**src/rtl/cr16_datapath.sv**
```systemverilog
// CR16 register file plus ALU: sixteen general registers, combinational operand
// selection and ALU, per-register write-back and a per-bit enabled flag register.
module cr16_datapath #(
  parameter int WIDTH = 16,
  parameter int NREGS = 16
) (
  input  logic             clk,
  input  logic             rs,
  input  logic [NREGS-1:0] enableRegs,
  input  logic [NREGS-1:0] resRegs,
  input  logic [7:0]       opCode,
  input  logic [4:0]       enableFlags,
  input  logic [3:0]       muxRsrc,
  input  logic [3:0]       muxRdest,
  input  logic             muxRI,
  input  logic [WIDTH-1:0] imm,
  input  logic [3:0]       dbgSel,
  output logic [WIDTH-1:0] aluResult,
  output logic [4:0]       flags,
  output logic [WIDTH-1:0] dbgData
);

  localparam logic [7:0] OP_AND  = 8'b0000_0001;
  localparam logic [7:0] OP_OR   = 8'b0000_0010;
  localparam logic [7:0] OP_XOR  = 8'b0000_0011;
  localparam logic [7:0] OP_ADD  = 8'b0000_0101;
  localparam logic [7:0] OP_ADDU = 8'b0000_0110;
  localparam logic [7:0] OP_ADDC = 8'b0000_0111;
  localparam logic [7:0] OP_SUB  = 8'b0000_1001;
  localparam logic [7:0] OP_SUBC = 8'b0000_1010;
  localparam logic [7:0] OP_CMP  = 8'b0000_1011;
  localparam logic [7:0] OP_MOV  = 8'b0000_1101;

  localparam int MSB = WIDTH - 1;

  // Flag vector positions
  localparam int FC = 4;
  localparam int FL = 3;
  localparam int FF = 2;
  localparam int FZ = 1;
  localparam int FN = 0;

  logic [WIDTH-1:0] regs [NREGS];
  logic [WIDTH-1:0] reg_next [NREGS];
  logic [4:0]       flags_reg;

  logic [WIDTH-1:0] op_a;
  logic [WIDTH-1:0] op_b;
  logic             cin;
  logic [WIDTH:0]   sum;
  logic [WIDTH-1:0] result;
  logic [4:0]       flag_calc;
  logic             op_valid;
  logic             reg_wr;

  assign op_a = muxRI ? imm : regs[muxRdest];
  assign op_b = regs[muxRsrc];
  assign cin  = flags_reg[FC];

  always_comb begin
    result    = '0;
    sum       = '0;
    flag_calc = '0;
    op_valid  = 1'b1;
    case (opCode)
      OP_AND: result = op_a & op_b;
      OP_OR:  result = op_a | op_b;
      OP_XOR: result = op_a ^ op_b;
      OP_ADD, OP_ADDU, OP_ADDC: begin
        sum = {1'b0, op_a} + {1'b0, op_b}
            + {{WIDTH{1'b0}}, (opCode == OP_ADDC) ? cin : 1'b0};
        result        = sum[MSB:0];
        flag_calc[FC] = sum[WIDTH];
        flag_calc[FF] = (opCode != OP_ADDU) && (op_a[MSB] == op_b[MSB])
                        && (result[MSB] != op_a[MSB]);
      end
      OP_SUB, OP_SUBC, OP_CMP: begin
        // The extra top bit of the difference is the borrow out
        sum = {1'b0, op_a} - {1'b0, op_b}
            - {{WIDTH{1'b0}}, (opCode == OP_SUBC) ? cin : 1'b0};
        result        = sum[MSB:0];
        flag_calc[FC] = sum[WIDTH];
        flag_calc[FF] = (opCode != OP_CMP) && (op_a[MSB] != op_b[MSB])
                        && (result[MSB] != op_a[MSB]);
      end
      OP_MOV:  result = op_a;
      default: op_valid = 1'b0;
    endcase
    flag_calc[FZ] = (result == '0);
    flag_calc[FN] = result[MSB];
    if (opCode == OP_CMP) begin
      flag_calc[FZ] = (op_a == op_b);
      flag_calc[FN] = $signed(op_a) < $signed(op_b);
      flag_calc[FL] = op_a < op_b;
    end
  end

  assign reg_wr = op_valid && (opCode != OP_CMP);

  // Clear takes priority over a write to the same register
  generate
    for (genvar gi = 0; gi < NREGS; gi++) begin : g_wb
      assign reg_next[gi] = resRegs[gi] ? '0
                          : (enableRegs[gi] && reg_wr) ? result
                          : regs[gi];
    end
  endgenerate

  always_ff @(posedge clk or posedge rs) begin
    if (rs) begin
      for (int i = 0; i < NREGS; i++) begin
        regs[i] <= '0;
      end
      flags_reg <= '0;
    end else begin
      for (int i = 0; i < NREGS; i++) begin
        regs[i] <= reg_next[i];
      end
      for (int j = 0; j < 5; j++) begin
        if (op_valid && enableFlags[j]) begin
          flags_reg[j] <= flag_calc[j];
        end
      end
    end
  end

  assign aluResult = result;
  assign flags     = flags_reg;
  assign dbgData   = regs[dbgSel];

endmodule
```
**config.mk**
```make
export PLATFORM = sky130hd
export DESIGN_NAME = cr16_datapath
export DESIGN_NICKNAME = d
export VERILOG_FILES = /design/src/rtl/cr16_datapath.sv
export SDC_FILE = /design/constraint.sdc
export NUM_CORES = 1
export LEC_CHECK = 0
export CORE_ASPECT_RATIO = 2
export CORE_MARGIN = 2
export CORE_UTILIZATION = 60
export CTS_CLUSTER_SIZE = 16
export DETAILED_ROUTE_END_ITERATION = 10
export HOLD_SLACK_MARGIN = 0.15
export PLACE_DENSITY = 0.83
export SYNTH_ARGS = -nofsm -noshare
export SYNTH_HDL_FRONTEND = slang
export SYNTH_SLANG_ARGS = --single-unit
```
**constraint.sdc**
```tcl
create_clock -name clk -period 18.4 [get_ports clk]
set_input_delay 5.52 -clock clk [delete_from_list [all_inputs] [get_ports clk]]
set_output_delay 5.52 -clock clk [all_outputs]
set_load 0.02 [all_outputs]
```
# ---- Word-level counts from Yosys, hierarchy flattened
# Index checks and enable logic that the tools add are counted.
dict set report word_totals {
  regBits 261
  input_bits 76
  out_inout_bits 37
  elab_cells 149
}
dict set report op_classes {
  addsub 4
  order_cmp 5
  eq_ne 17
  muxes 50
  bitwise 6
  reduce_logical 46
}
# cell count
set op_table {}
lappend op_table {{16-bit 2-to-1 mux} 39}
lappend op_table {{16-bit binary-select mux with 4-bit select} 3}
lappend op_table {{16-bit case mux with 6 select lines} 1}
lappend op_table {{8-bit by 4-bit equality test with 1-bit output (second input constant)} 4}
lappend op_table {{16-bit < comparator} 2}
lappend op_table {{2-bit nonzero test} 16}
lappend op_table {{1-bit logical AND} 26}
lappend op_table {{8-bit by 3-bit equality test with 1-bit output (second input constant)} 3}
lappend op_table {{16-bit by 16-bit adder with 17-bit output} 1}
lappend op_table {{17-bit by 1-bit adder with 17-bit output} 1}
lappend op_table {{16-bit by 16-bit subtractor with 17-bit output} 1}
lappend op_table {{17-bit by 1-bit subtractor with 17-bit output} 1}
lappend op_table {{16-bit bitwise AND} 1}
lappend op_table {{16-bit equality test} 1}
lappend op_table {{8-bit by 2-bit equality test with 1-bit output (second input constant)} 2}
lappend op_table {{16-bit logical NOT} 1}
lappend op_table {{16-bit bitwise OR} 1}
lappend op_table {{16-bit XOR} 1}
lappend op_table {{5-bit greater-or-equal comparator (second input constant)} 3}
lappend op_table {{4-bit NOT with 5-bit output} 3}
lappend op_table {{10-bit OR reduction} 1}
lappend op_table {{8-bit by 1-bit equality test with 1-bit output (second input constant)} 1}
lappend op_table {{8-bit by 3-bit inequality test with 1-bit output (second input constant)} 1}
lappend op_table {{8-bit by 4-bit inequality test with 1-bit output (second input constant)} 1}
lappend op_table {{other kinds (6)} 13}

# ---- Logic depth before layout (Yosys ltp)
dict set report depth {
  word_depth 10
  depth_mapped 21
  mapped_depth_nobuf 18
}

# ---- Least setup slack after synthesis
# No wires, ideal clock.
dict set report synth_timing {
  kind {input-to-output}
  from {in muxRsrc[1]}
  to {out aluResult[12]}
  arrival_time_ps 10570
  required_ps 12880
  setup_slack_ps 2310
  path_stages 17
  n_path_buf 4
  cell_sequence {clkbuf_1 -> clkbuf_1 -> clkbuf_1 -> mux4_2 -> mux4_2 -> inv_1 -> fa_1 -> inv_1 -> fa_1 -> nor2b_1 -> o21ai_1 -> a21oi_1 -> and4b_1 -> or4_1 -> a311oi_2 -> clkbuf_1 -> inv_1}
}
dict set report synth_via {
  elab_chain_cells 7
  elab_cells_between_ends 12
}
# item line
set synth_lines {}
lappend synth_lines {{start, declared} 13} ;# input logic [3:0] muxRsrc,
lappend synth_lines {{4-bit NOT with 5-bit output (implied by the code) *} 57} ;# assign op_b = regs[muxRsrc];
lappend synth_lines {{16-bit binary-select mux with 4-bit select *} 57}
lappend synth_lines {{16-bit 2-to-1 mux (implied by the code) * (2 in series)} 57}
lappend synth_lines {{16-bit by 16-bit subtractor with 17-bit output / 16-bit by 16-bit adder with 17-bit output (equally long branches)} {79, 70}}
lappend synth_lines {{17-bit by 1-bit subtractor with 17-bit output / 17-bit by 1-bit adder with 17-bit output (equally long branches)} {80, 71}}
lappend synth_lines {{16-bit case mux with 6 select lines *} 65} ;# case (opCode)
lappend synth_lines {{end, declared} 18} ;# output logic [WIDTH-1:0] aluResult,
# Every way passes the cells marked *; elsewhere a longest branch is shown, timed or not. The select of a mux whose other input is x is not followed.

# ---- Final worst setup path
dict set report layout_timing {
  from {in muxRdest[3]}
  to {out aluResult[12]}
}
dict set report layout_via {
  elab_chain_cells 8
  elab_cells_between_ends 13
}
# item line
set layout_lines {}
lappend layout_lines {{start, declared} 14} ;# input logic [3:0] muxRdest,
lappend layout_lines {{4-bit NOT with 5-bit output (implied by the code) *} 56} ;# assign op_a = muxRI ? imm : regs[muxRdest];
lappend layout_lines {{16-bit binary-select mux with 4-bit select *} 56}
lappend layout_lines {{16-bit 2-to-1 mux (implied by the code) * (2 in series)} 56}
lappend layout_lines {{16-bit 2-to-1 mux *} 56}
lappend layout_lines {{16-bit by 16-bit subtractor with 17-bit output / 16-bit by 16-bit adder with 17-bit output (equally long branches)} {79, 70}}
lappend layout_lines {{17-bit by 1-bit subtractor with 17-bit output / 17-bit by 1-bit adder with 17-bit output (equally long branches)} {80, 71}}
lappend layout_lines {{16-bit case mux with 6 select lines *} 65}
# Marks and branches as above.

==> flow_metrics.env <==
export IMPL_maxCapViolCount=0
export IMPL_drt_total_wl_mm=75.2
export IMPL_grt_overflow=0
export IMPL_criticalPathCategory="in -> out"
export IMPL_drc_errors=0
export IMPL_clk_pin_slew_ns=0.07
export IMPL_vias_per_cell=7.76
export IMPL_hold_violations=0
export IMPL_worst_hold_slack_ns=0.501
export IMPL_die_h_um=262
export IMPL_hold_path_class="reg -> reg"
export IMPL_r2r_start="regs[128]$_DFFE_PP0P_"
export IMPL_hold_depth=1
export IMPL_start_util=0.609
export IMPL_avgSynthCellArea_um2=10.7
export IMPL_fin_crit_sh=0.936
export IMPL_io_buffers=112
export IMPL_dr_first_iter_drc_count=2454
export IMPL_syn_area_um2=20000
export IMPL_required_ns=12.88
export IMPL_design_core_area_um2=32800
export IMPL_cts_buffers_inserted=23
export IMPL_fp_dieArea_um2=34900
export IMPL_wl_per_cell_um=32.6
export IMPL_drive_gt1_frac=0.193
export IMPL_finalMaxSlewViolations=0
export IMPL_ant_nets=0
export IMPL_syn_to_final_growth_pct=10.0
export IMPL_r2r_cells=18
export IMPL_ios=113
export IMPL_min_to="flags[3]$_DFFE_PP0P_"
export IMPL_syn_inst=1871
export IMPL_dominantRegCellSynth="dfrtp_1"
export IMPL_max_freq_mhz=58.1
export IMPL_grt_max_degree=109
export IMPL_crit_path_start_kind="input port"
export IMPL_final_common_cell="nor2_1"
export IMPL_rows=94
export IMPL_final_util=0.670
export IMPL_switching_power_mw=0.409
export IMPL_largest_reg_flops=256
export IMPL_power_density_nw_per_um2=62.3
export IMPL_fin_skew_ns=0.0254
export IMPL_grt_pass1_wl_mm=112
export IMPL_nets=2020
export IMPL_first_global_vias=18600
export IMPL_ir_drop_mv=0.0957
export IMPL_cts_hold_buf=0
export IMPL_finalCriticalPeriod_ns=17.22
export IMPL_ctsLongestPathBuffers=3
export IMPL_slew_headroom=0.0371
export IMPL_fill_cells=2356
export IMPL_cp_max_fo=30
export IMPL_synth_seq_cells=261
export IMPL_cts_resized=0
export IMPL_worstHoldStart="flags[3]$_DFFE_PP0P_"
export IMPL_tightest_slew_ns=1.44
export IMPL_arrival_ns=11.70
export IMPL_ys_seq_area_frac=0.327
export IMPL_antennaDiodeCount=0
export IMPL_clkPwrFrac=0.371
export IMPL_syn_num_nets=2031
export IMPL_first_pass_iters=8
export IMPL_gp_congestion=0.981
export IMPL_cts_setup_buffers=0
export IMPL_ctsRootBufferMaster="clkbuf_16"
export IMPL_sw_frac_of_total=0.298
export IMPL_seq_area_um2=6530
export IMPL_status="finished, final reports clean"
export IMPL_p_int_mw=0.961
export IMPL_r2r_end="flags[1]$_DFFE_PP0P_"
export IMPL_layout_common_cells="nor2_1, dfrtp_1, a211oi_1"
export IMPL_cts_tree="built"
export IMPL_cp_end_kind="primary output"
export IMPL_cts_sinks=261
export IMPL_insertion_delay_ns=0.55
export IMPL_combPwrFrac=0.194
export IMPL_yosys_warnings=0
export IMPL_cellLeakagePower_nw=8.62
export IMPL_setup_viol=0
export IMPL_multi_input_area_um2=12300
export IMPL_r2r_setup_slack_ns=12.44
export IMPL_seqPwrFrac=0.434
export IMPL_rsz0062_at_grt="no"
export IMPL_die_w_um=133
export IMPL_cts_max_level=1
export IMPL_timing_setup_tns_ns=0
export IMPL_antenna_found_initial=0
export IMPL_synth_edf_count=0
export IMPL_via_count=17900
export IMPL_dp_final_hpwl_mm=49.0
export IMPL_synthDistinctLibCells=81
export IMPL_grtUsageTotal=0.436
export IMPL_async_reset_ff_frac=1.00
worst max-delay path, cell delays in order:
cell and delay (ns):
buf_2 0.71, buf_4 0.41, mux4_2 0.55, mux2i_1 0.24
a21oi_1 0.18, a21boi_0 0.36, ha_1 0.41, ha_1 0.42
a21oi_1 0.22, o21ai_1 0.20, a21oi_1 0.53, nor4_1 0.10
or4_1 0.59, a311oi_2 0.56, inv_1 0.10, clkdlybuf4s50_1 0.56
cells in the mapped netlist, types with 8 or more instances:
| cell type | instances | area [um2] |
|---|---|---|
| o21ai_0 | 32 | 160 |
| mux2i_1 | 39 | 390 |
| xnor2_1 | 8 | 70.1 |
| clkbuf_1 | 118 | 443 |
| mux4_2 | 226 | 5090 |
| nor3_1 | 19 | 95.1 |
| a21o_1 | 10 | 75.1 |
| dfrtp_1 | 261 | 6530 |
| a211oi_1 | 246 | 1850 |
| nor2b_1 | 15 | 93.8 |
| nand2_1 | 60 | 225 |
| buf_2 | 42 | 210 |
| nand2b_1 | 25 | 156 |
| nand3_1 | 20 | 100 |
| o22ai_1 | 8 | 50.1 |
| nor2_1 | 307 | 1150 |
| ha_1 | 80 | 1000 |
| buf_1 | 37 | 139 |
| inv_1 | 82 | 308 |
| and2_1 | 25 | 156 |
| and3_1 | 9 | 56.3 |
| a22oi_1 | 13 | 97.6 |
| a21oi_1 | 44 | 220 |
| o21a_1 | 10 | 75.1 |
metrics by stage:
| stage | cell area, um2 | setup slack (ns) | power [mW] | std cells |
|---|---|---|---|---|
| final | 22000 | 1.18 | 1.37 | 2308 |
| after floorplan | 20000 | 2.31 | 0.771 | 1871 |
| after detailed placement | 21200 | 1.47 | 0.861 | 2267 |
| after global placement | 21200 | 1.61 | 0.856 | 2267 |
| after global routing | 22000 | 1.12 | 1.40 | 2308 |
| after CTS | 22000 | 1.45 | 1.36 | 2308 |
cell type report:
class,instances,share of cell area
inverters,82,0.0144
multi-input cells,1328,0.562
well taps,432,0.0246
flip-flops and latches,261,0.297
clock inverters,10,0.00478
repair buffers,164,0.0675
clock buffers,31,0.0298
metal layers:
layer / track usage / routed length [um]
met3: 0.0910 / 8750
met4: 0.420 / 9280
met5: 0 / 0
met2: 0.701 / 35500
met1: 0.476 / 21700
logic make-up after synthesis:
logic type | count (synthesis) | synth area share
AOI/OAI and AO/OA | 446 | 0.165
xor gates and xnor gates | 11 | 0.00482
adders and majority gates | 84 | 0.0541
buffers and inverters | 282 | 0.0566
DFF | 261 | 0.327
muxes | 268 | 0.276
and+or+nand+nor | 519 | 0.117
power groups by stage:
stage                     Combinational, mW  Sequential (mW)  Clock [mW]
after floorplan                       0.167            0.604           0
after global placement                0.252            0.604           0
after detailed placement              0.256            0.605           0
after CTS                             0.258            0.594       0.506
after global routing                  0.279            0.595       0.524
final                                 0.266            0.595       0.508
how the worst max path moves through the flow:
stage	to	slack [ns]	from
global placement	aluResult[12]	1.61	muxRdest[3]
detailed placement	aluResult[12]	1.47	muxRdest[3]
CTS	aluResult[12]	1.45	muxRdest[3]
finish	aluResult[12]	1.18	muxRdest[3]
global route	aluResult[12]	1.12	muxRdest[3]
floorplan	aluResult[12]	2.31	muxRsrc[1]
(Power assumes the default switching activity.)
